==> src/rtl/fifo_read_ctrl.sv <==
// Read-side pointer and flag controller for a Gray-pointer async-style FIFO.
// Tracks the read pointer, synchronises the writer's pointer and derives flags.
module fifo_read_ctrl #(
  parameter int SIZE        = 4,
  parameter int SYNC_STAGES = 2
) (
  input  logic            clk,
  input  logic            reset,
  input  logic            rd_en,
  input  logic [SIZE-1:0] wr_ptr_gray,
  output logic [SIZE-1:0] rd_ptr_gray,
  output logic [SIZE-2:0] rd_addr,
  output logic            empty,
  output logic            rd_valid,
  output logic            underflow,
  output logic [SIZE-1:0] rd_count
);

  logic [SIZE-1:0] sync_q [SYNC_STAGES];
  logic [SIZE-1:0] wr_gray_s;
  logic [SIZE-1:0] wr_bin_s;
  logic [SIZE-1:0] rd_bin;
  logic [SIZE-1:0] rd_bin_next;
  logic [SIZE-1:0] rd_gray_next;
  logic            rd_fire;

  function automatic logic [SIZE-1:0] gray2bin(
    input logic [SIZE-1:0] g
  );
    logic [SIZE-1:0] b;
    b[SIZE-1] = g[SIZE-1];
    for (int i = SIZE - 2; i >= 0; i--) begin
      b[i] = b[i+1] ^ g[i];
    end
    return b;
  endfunction

  always_ff @(posedge clk or posedge reset) begin
    if (reset) begin
      for (int i = 0; i < SYNC_STAGES; i++) begin
        sync_q[i] <= '0;
      end
    end else begin
      sync_q[0] <= wr_ptr_gray;
      for (int i = 1; i < SYNC_STAGES; i++) begin
        sync_q[i] <= sync_q[i-1];
      end
    end
  end

  assign wr_gray_s = sync_q[SYNC_STAGES-1];
  assign wr_bin_s  = gray2bin(wr_gray_s);

  // Only the registered empty gates reads, so a stale
  // view can delay a read but never over-read.
  assign rd_fire      = rd_en & ~empty;
  assign rd_bin_next  = rd_bin + {{(SIZE-1){1'b0}}, rd_fire};
  assign rd_gray_next = rd_bin_next ^ (rd_bin_next >> 1);
  assign rd_addr      = rd_bin[SIZE-2:0];

  always_ff @(posedge clk or posedge reset) begin
    if (reset) begin
      rd_bin      <= '0;
      rd_ptr_gray <= '0;
      empty       <= 1'b1;
      rd_valid    <= 1'b0;
      underflow   <= 1'b0;
      rd_count    <= '0;
    end else begin
      rd_bin      <= rd_bin_next;
      rd_ptr_gray <= rd_gray_next;
      empty       <= (rd_gray_next == wr_gray_s);
      rd_valid    <= rd_fire;
      underflow   <= rd_en & empty;
      rd_count    <= wr_bin_s - rd_bin_next;
    end
  end

endmodule

==> config.mk <==
export PLATFORM = sky130hd
export DESIGN_NAME = fifo_read_ctrl
export DESIGN_NICKNAME = d
export VERILOG_FILES = /design/src/rtl/fifo_read_ctrl.sv
export SDC_FILE = /design/constraint.sdc
export NUM_CORES = 1
export LEC_CHECK = 0
export CAP_MARGIN = 20
export CELL_PAD_IN_SITES_DETAIL_PLACEMENT = 1
export CELL_PAD_IN_SITES_GLOBAL_PLACEMENT = 2
export CORE_AREA = 2 2 57 59
export DETAILED_ROUTE_END_ITERATION = 7
export DIE_AREA = 0 0 59 61
export PLACE_DENSITY_LB_ADDON = 0.1
export SLEW_MARGIN = 20
export SYNTH_ARGS = -nofsm -noshare
export SYNTH_HDL_FRONTEND = slang
export SYNTH_SLANG_ARGS = --single-unit
==> constraint.sdc <==
create_clock -name clk -period 2.3 [get_ports clk]
set_input_delay 0.46 -clock clk [delete_from_list [all_inputs] [get_ports clk]]
set_output_delay 0.46 -clock clk [all_outputs]
set_load 0.02 [all_outputs]
Word level (Yosys, flattened, before mapping) --
Index checks and enable logic that the tools add are counted.
Operators by class: divide/modulo/power cells 0, add/subtract/negate cells 2, eq/ne operators 1, reduce and logical (&&, ||, !) cells 0, magnitude comparators 0, shift operators 0, multiplexer cells 0, multiply operators 0, bitwise logic cells 7
Operators by type and width (count):
- 4-bit by 1-bit adder with 4-bit output | 1
- 4-bit == test | 1
- 4-bit subtractor | 1
- 4-bit by 3-bit XOR with 4-bit output | 1
- 1-bit XOR | 3
- 1-bit AND | 2
- 1-bit NOT | 1
Storage, ports and cells: bits of input ports 7, bits in read-only memories 0, output and inout bits 14, bits in latches 0, flip-flop bits (word level) 23, logic and storage cells 18, memory bits (writable) 0, memories kept 0

Logic depth before layout (Yosys ltp) --
Gate-level depths: netlist of run 1.
depth after elaboration 5, gate-level depth with buffers 9

Worst setup path after synthesis of run 1 --
Ideal clock, no wire load.
kind flip-flop to flip-flop, start reg empty, end reg rd_count[2], slack 0.298 ns, arrival 1.870 ns, library setup time 0.132 ns, buffers on the path 1, cell stages (with the launch flop) 9, cells stage by stage dfstp_2 nor2b_1 ha_1 ha_1 buf_6 xor2_1 ha_1 mux2i_1 xnor2_1
On the way: word-level cells in the longest chain between the ends 4
Ends and longest elaborated chain:
- start: declaration | RTL line 13 | output logic empty,
- start signal: assignment | RTL line 72 | empty <= (rd_gray_next == wr_gray_s);
- 1-bit NOT | RTL line 56 | assign rd_fire = rd_en & ~empty;
- 1-bit AND | RTL line 56
- named net rd_fire | RTL line 25 | logic rd_fire;
- 4-bit by 1-bit adder with 4-bit output | RTL line 57 | assign rd_bin_next = rd_bin + {{(SIZE-1){1'b0}}, rd_fire};
- 4-bit subtractor | RTL line 75 | rd_count <= wr_bin_s - rd_bin_next;
- end signal: assignment | RTL line 75
- end: declaration | RTL line 16 | output logic [SIZE-1:0] rd_count
The timed path passes the listed nets, and every way through them passes these cells.

Worst setup path in the final report of run 1 --
start in rd_en, end reg rd_count[2]
On the way: word-level cells in the longest chain between the ends 3
Ends and longest elaborated chain:
- start: declaration | RTL line 9 | input logic rd_en,
- 1-bit AND | RTL line 56
- named net rd_fire | RTL line 25
- 4-bit by 1-bit adder with 4-bit output | RTL line 57
- 4-bit subtractor | RTL line 75
The timed path passes the listed nets, and every way through them passes these cells.

==> impl_metrics.csv, run 1 <==
group,metric,value,unit
global_route,grt_max_degree,23,
final_layout,final_cells,129,
detailed_routing,drcViolationCount,0,
placement,place_area,0.00118,mm^2
setup_path,worstSetupPathType,"in2reg",
setup_path,r2r-end,"empty",
sta,worst_pin_slew,0.320,ns
sta,drv_slew,0,
power_and_ir_drop,cellLeakagePower,0.546,nW
setup_path,rr_worst_depth,9,
clocking,cts_tree,"yes",
setup_path,cpMostUsedCell,"ha_1",
clocking,clock_latency,0.30,ns
logic_synthesis,synthTopCellsByArea,"dfrtp_1, xor2_1, ha_1",
detailed_routing,routedWlPerCell,12.2,um
placement,dpl.cell_count,125,
clocking,cts_buffers,3,
global_route,antenna_found_initial,0,
clocking,clock-sinks,22,
power_and_ir_drop,power_frac_comb,56.1,%
clocking,cts.hold.buffers_added,0,
global_route,grt.overflow.total,0,
min_path,worstHoldEndpoint,"wr_gray_s[0]",
logic_synthesis,postSynthCellCount,68,
setup_path,cpPeakStageDelay,0.47,ns
logic_synthesis,yosysWarnings,0,
detailed_routing,drtAntennaViolNets,0,
setup_path,worstSetupStartpoint,"rd_en",
final_layout,syn2layout_area_growth,33.6,%
detailed_routing,drtIter0Drc,9,
sta,grt_setup_unrepaired,"false",
setup_path,required,2.54,ns
sta,max_freq,470,MHz
final_layout,layout.nets,109,
setup_path,critical_path_buf_inv_count,1,
logic_synthesis,ys_seq_area_share,60.4,%
clocking,cts_root_buffer,"clkbuf_4",
logic_synthesis,synth_top_area_share,57.5,%
clocking,cts_setup_buffers,0,
sta,finalCriticalPeriod,2.13,ns
placement,dp_slack,-0.174,ns
floorplan,die_x,59,um
floorplan,std_cell_rows,20,
power_and_ir_drop,p_switching,0.697,mW
detailed_routing,via_count,565,
setup_path,cp_cell_sequence,"clkdlybuf4s50_1 > nor2b_1 > ha_1 > ha_1 > xor2_1 > ha_1 > mux2i_1 > xnor2_1",
flow_run,max_cap_viol_count,0,
placement,portBuffers,20,
sta,hold_viol_final,0,
floorplan,num_io_pins,21,
global_route,grt_pass1_vias,602,
sta,setup_viol,0,
final_layout,layout-drive-gt1-share,12.5,%
floorplan,dieArea,0.00360,mm^2
min_path,hp-start,"sync_q[4]",
min_path,hold_path_class,"reg2reg",
sta,setup_slack,0.172,ns
logic_synthesis,synth_area_leader_cell,"dfrtp_1",
outcome,status,"complete, no violations",
clocking,cts_resized,0,
floorplan,dieHeight,61,um
placement,dp_hpwl,1190,um
setup_path,end_kind,"flip-flop",
global_route,grt_pass1_wl,2710,um
setup_path,crit_family,"adder cells",
logic_synthesis,postSynthAreaPerCell,13.4,um^2
power_and_ir_drop,internal_power,1.12,mW
power_and_ir_drop,clockPowerShare,11.4,%
clocking,h-tree-depth,1,
sta,max-slew-margin-rel,78.6,%
sta,hold_ws,0.360,ns
logic_synthesis,ys_seq_elements,22,
setup_path,start_kind,"input port",
setup_path,reg2reg_slack,0.34,ns
final_layout,design_area,0.00122,mm^2
global_route,grt_use_total,10.7,%
detailed_routing,wl,1580,um
floorplan,initial_utilization,30.9,%
clocking,path_clk_slew,0.11,ns
floorplan,coreArea,0.00295,mm^2
power_and_ir_drop,power_frac_seq,32.5,%
setup_path,reg2reg_from,"empty",
logic_synthesis,netlist_area,913,um^2
setup_path,worst-path-max-fanout,3,
power_and_ir_drop,p_per_area,1490,mW/mm^2
logic_synthesis,ys_types,22,
min_path,min_path_cells,0,
setup_path,cpMaxStageDelayCell,"clkdlybuf4s50_1",
setup_path,arrival,2.37,ns
detailed_routing,routed_via_density,4.38,
logic_synthesis,synth_nets,80,
final_layout,n_antenna_cell,0,
sta,timing.final.crit_share,92.5,%
power_and_ir_drop,swShare,38.4,%
power_and_ir_drop,ir_worst_vdd,0.000503,V
sta,fin_skew,0.00235,ns
detailed_routing,dr.pass1.iters,4,
clocking,max-clock-path-buffers,2,
placement,gp_congestion,0.761,
-- power by group through the flow --
stage               Clock, mW  Combinational (mW)  Sequential (mW)
finish                  0.208                1.02            0.591
global route            0.236                1.14            0.605
CTS                     0.221                1.05            0.594
detailed placement          0                1.04            0.601
global placement            0                1.03            0.599
floorplan                   0               0.512            0.734
-- synthesized netlist by cell type (all sizes together) --
cell and instances:
clkbuf 1, ha 5, a21boi 1, buf 1, nand2b 2, a31oi 1
and2 1, nor3 1, dfstp 1, xor2 10, nand3 2, xnor2 7
a22oi 1, nor2b 1, mux2i 2, o21ai 2, nor4 1, dfrtp 21
nor2 2, inv 4, and3 1
-- area by class of cell --
type                    count  area, um^2
inverters                   4        15.0
well taps                  33        41.3
multi-input cells          40         330
flip-flops and latches     22         552
fillers                   322        1730
clock buffers               4        36.3
repair buffers             26         245
-- layout by cell type, fill, tap and decap left out, drive strengths merged --
| cell type | instances |
|---|---|
| a22oi | 1 |
| a31oi | 1 |
| dfstp | 1 |
| nor3 | 1 |
| nand2b | 2 |
| nor2 | 2 |
| and2 | 1 |
| clkbuf | 4 |
| ha | 5 |
| nand3 | 2 |
| and3 | 1 |
| xor2 | 10 |
| mux2i | 2 |
| nor4 | 1 |
| a21boi | 1 |
| inv | 4 |
| clkdlybuf4s50 | 20 |
| buf | 6 |
| dfrtp | 21 |
| o21ai | 2 |
| nor2b | 1 |
| xnor2 | 7 |
-- worst max-delay path by stage --
stage	slack (ns)	endpoint	cells after the start
after floorplan	0.30	rd_count[2]	8
after global placement	-0.13	empty	10
after detailed placement	-0.17	empty	10
after CTS	0.14	empty	10
after global routing	0.01	rd_count[3]	9
final	0.17	rd_count[2]	8
-- cell families after synthesis --
group / after synthesis / synth area share, %
compound gates: 5 / 3.43
simple gates: 11 / 6.58
mux: 2 / 2.19
xor+xnor: 17 / 17.1
flops: 22 / 60.4
buf+inv: 6 / 3.42
fa+ha+maj: 5 / 6.85
-- layer usage --
metal  GRT usage (%)  vias to the layer above  share of wire, %  wire [um]
met3            4.90                        2               7.0        111
li1                -                      275                 -          -
met2            18.1                       18                48        753
met1            11.2                      270                44        691
met4            5.52                        0               1.1         17
met5               0                        -                 0          0
-- worst reg2reg max path: stages, from the launching register on --
cell and delay [ns]:
dfstp_2 0.56, nor2b_1 0.08, ha_1 0.19, ha_1 0.21, buf_4 0.14, xnor2_1 0.12, xnor2_1 0.28, xnor2_1 0.16
o21ai_1 0.08, nor2_1 0.09
-- sequential cells by signal, summed over array words and instances, names as in the netlist --
signal	flops
empty	1
rd_bin	4
rd_count	4
rd_ptr_gray	3
rd_valid	1
sync_q	4
underflow	1
wr_gray_s	4
-- stage by stage --
stage / setup TNS (ns) / util (%) / power, mW
floorplan: 0 / - / 1.25
global placement: -0.324 / 40.1 / 1.63
detailed placement: -0.487 / 40.1 / 1.64
CTS: 0 / 41.3 / 1.86
global route: 0 / 41.3 / 1.98
finish: 0 / 41.3 / 1.82
Power figures use the tool's default switching activity.
==> run 2, diff against run 1 <==
CAP_MARGIN = unset   (was 20)
==> results of run 2 <==
The final DEF is identical to that of run 1; final timing and power are the same.
==> run 3, diff against run 2 <==
CORE_AREA = 2 2 55 57   (was 2 2 57 59)
CTS_BUF_LIST = sky130_fd_sc_hd__clkbuf_4 sky130_fd_sc_hd__clkbuf_8   (was unset)
DIE_AREA = 0 0 57 59   (was 0 0 59 61)
==> impl_metrics.csv, run 3 (synthesis results as in run 1) <==
group,metric,value,unit
sta,max_freq,478,MHz
setup_path,cp_cell_sequence,"clkdlybuf4s50_1 > nor2b_1 > ha_1 > ha_1 > xor2_2 > xor2_1 > and3_1 > o21ai_1 > nor2_1",
final_layout,n_antenna_cell,0,
setup_path,required,2.55,ns
global_route,grt.overflow.total,0,
floorplan,coreArea,0.00271,mm^2
sta,setup_slack,0.207,ns
placement,gp_congestion,0.736,
clocking,h-tree-depth,1,
floorplan,initial_utilization,33.7,%
final_layout,layout_commonest_cell,"dfrtp_1",
detailed_routing,routed_via_density,4.54,
detailed_routing,drtIter0Drc,7,
clocking,cts_buffers,3,
setup_path,worst-path-max-fanout,6,
detailed_routing,drtAntennaViolNets,0,
clocking,clock-sinks,22,
placement,dpl.cell_count,125,
detailed_routing,drcViolationCount,0,
floorplan,std_cell_rows,19,
detailed_routing,wl,1630,um
final_layout,final_cells,129,
power_and_ir_drop,finalPower,1.94,mW
floorplan,num_io_pins,21,
flow_run,max_cap_viol_count,0,
sta,hold_ws,0.367,ns
power_and_ir_drop,power_frac_comb,54.4,%
placement,dp_hpwl,1270,um
power_and_ir_drop,internal_power,1.22,mW
outcome,status,"complete, no violations",
clocking,max-clock-path-buffers,2,
placement,portBuffers,20,
global_route,grt_pass1_wl,2730,um
setup_path,cpPeakStageDelay,0.47,ns
min_path,hp-start,"sync_q[7]",
sta,finalSetupTns,0,ns
detailed_routing,dr.pass1.iters,4,
detailed_routing,routedWlPerCell,12.6,um
sta,drv_slew,0,
power_and_ir_drop,ir_worst_vdd,0.000730,V
sta,max-slew-margin-rel,77.5,%
clocking,cts_resized,0,
sta,hold_viol_final,0,
placement,dp_slack,-0.118,ns
sta,grt_setup_unrepaired,"false",
clocking,cts.hold.buffers_added,0,
min_path,hold_path_class,"reg2reg",
setup_path,start_kind,"input port",
setup_path,cpMostUsedCell,"ha_1",
clocking,cts_setup_buffers,0,
power_and_ir_drop,p_per_area,1550,mW/mm^2
setup_path,cpMaxStageDelayCell,"clkdlybuf4s50_1",
floorplan,dieHeight,59,um
setup_path,end_kind,"flip-flop",
global_route,grt_pass1_vias,613,
sta,finalCriticalPeriod,2.09,ns
clocking,cts_tree,"yes",
global_route,grt_max_degree,23,
final_layout,layout_common_cells,"dfrtp_1, clkdlybuf4s50_1, xor2_1, buf_4, xnor2_1",
sta,fin_skew,0.00555,ns
setup_path,reg2reg_from,"wr_gray_s[3]",
power_and_ir_drop,clockPowerShare,15.1,%
final_layout,layout-drive-gt1-share,14.3,%
clocking,path_clk_slew,0.12,ns
setup_path,arrival,2.35,ns
sta,worst_pin_slew,0.337,ns
setup_path,worstSetupStartpoint,"rd_en",
final_layout,syn2layout_area_growth,36.7,%
global_route,grt_use_total,10.9,%
setup_path,worstSetupPathType,"in2reg",
power_and_ir_drop,power_frac_seq,30.5,%
power_and_ir_drop,swShare,36.9,%
floorplan,dieArea,0.00336,mm^2
global_route,antenna_found_initial,0,
clocking,clock_latency,0.31,ns
sta,setup_viol,0,
clocking,cts_root_buffer,"clkbuf_4",
floorplan,die_x,57,um
power_and_ir_drop,p_switching,0.714,mW
power_and_ir_drop,cellLeakagePower,0.563,nW
detailed_routing,via_count,586,
final_layout,fillers,300,
sta,timing.final.crit_share,91.0,%
final_layout,layout.nets,111,
[run 3: power groups by stage]
stage               clock network [mW]  logic (mW)  registers (mW)
finish                           0.292        1.05           0.591
global placement                     0        1.04           0.596
CTS                              0.309        1.07           0.596
global route                     0.318        1.16           0.610
detailed placement                   0        1.06           0.604
floorplan                            0       0.512           0.734
[run 3: worst paths after layout]
check	cells after the start	slack (ns)	end
min in group asynchronous	3	0.47	rd_ptr_gray[0]
worst min register to register	0	0.37	wr_gray_s[3]
worst max-delay path	9	0.21	empty
max in group asynchronous	3	1.55	empty
worst max register to register	9	0.34	rd_count[3]
worst min-delay path	0	0.37	wr_gray_s[3]
[run 3: critical path: cells and delay by family]
| kind | cells | cell delay, ns |
|---|---|---|
| AOI/OAI and AO/OA | 1 | 0.06 |
| xor gates and xnor gates | 2 | 0.54 |
| adders and majority gates | 2 | 0.37 |
| buffers and inverters | 1 | 0.47 |
| and+or+nand+nor | 3 | 0.45 |
[run 3: final cells by class]
class,count,area [um^2],area share [%]
repair buffers,28,260,20.8
inverters,4,15.0,1.20
flip-flops and latches,22,552,44.2
clock inverters,1,30.0,2.40
multi-input cells,40,330,26.5
clock buffers,3,22.5,1.80
well taps,31,38.8,3.11
[run 3: per-layer routing]
| metal | wire length, um | up-vias | part of all wire, % | GRT usage, % |
|---|---|---|---|---|
| met5 | 0 | - | 0 | 0 |
| met4 | 15 | 0 | 0.92 | 6.98 |
| met3 | 73 | 2 | 4.5 | 1.97 |
| met2 | 782 | 18 | 48 | 18.1 |
| met1 | 756 | 288 | 46 | 13.2 |
| li1 | - | 278 | - | - |
[run 3: metrics by stage]
stage	instance area, um^2	util, %
6_report	1250	46.1
5_1_grt	1250	46.1
4_1_cts	1250	46.1
3_5_place_dp	1200	44.1
3_3_place_gp	1200	44.1
2_1_floorplan	913	-
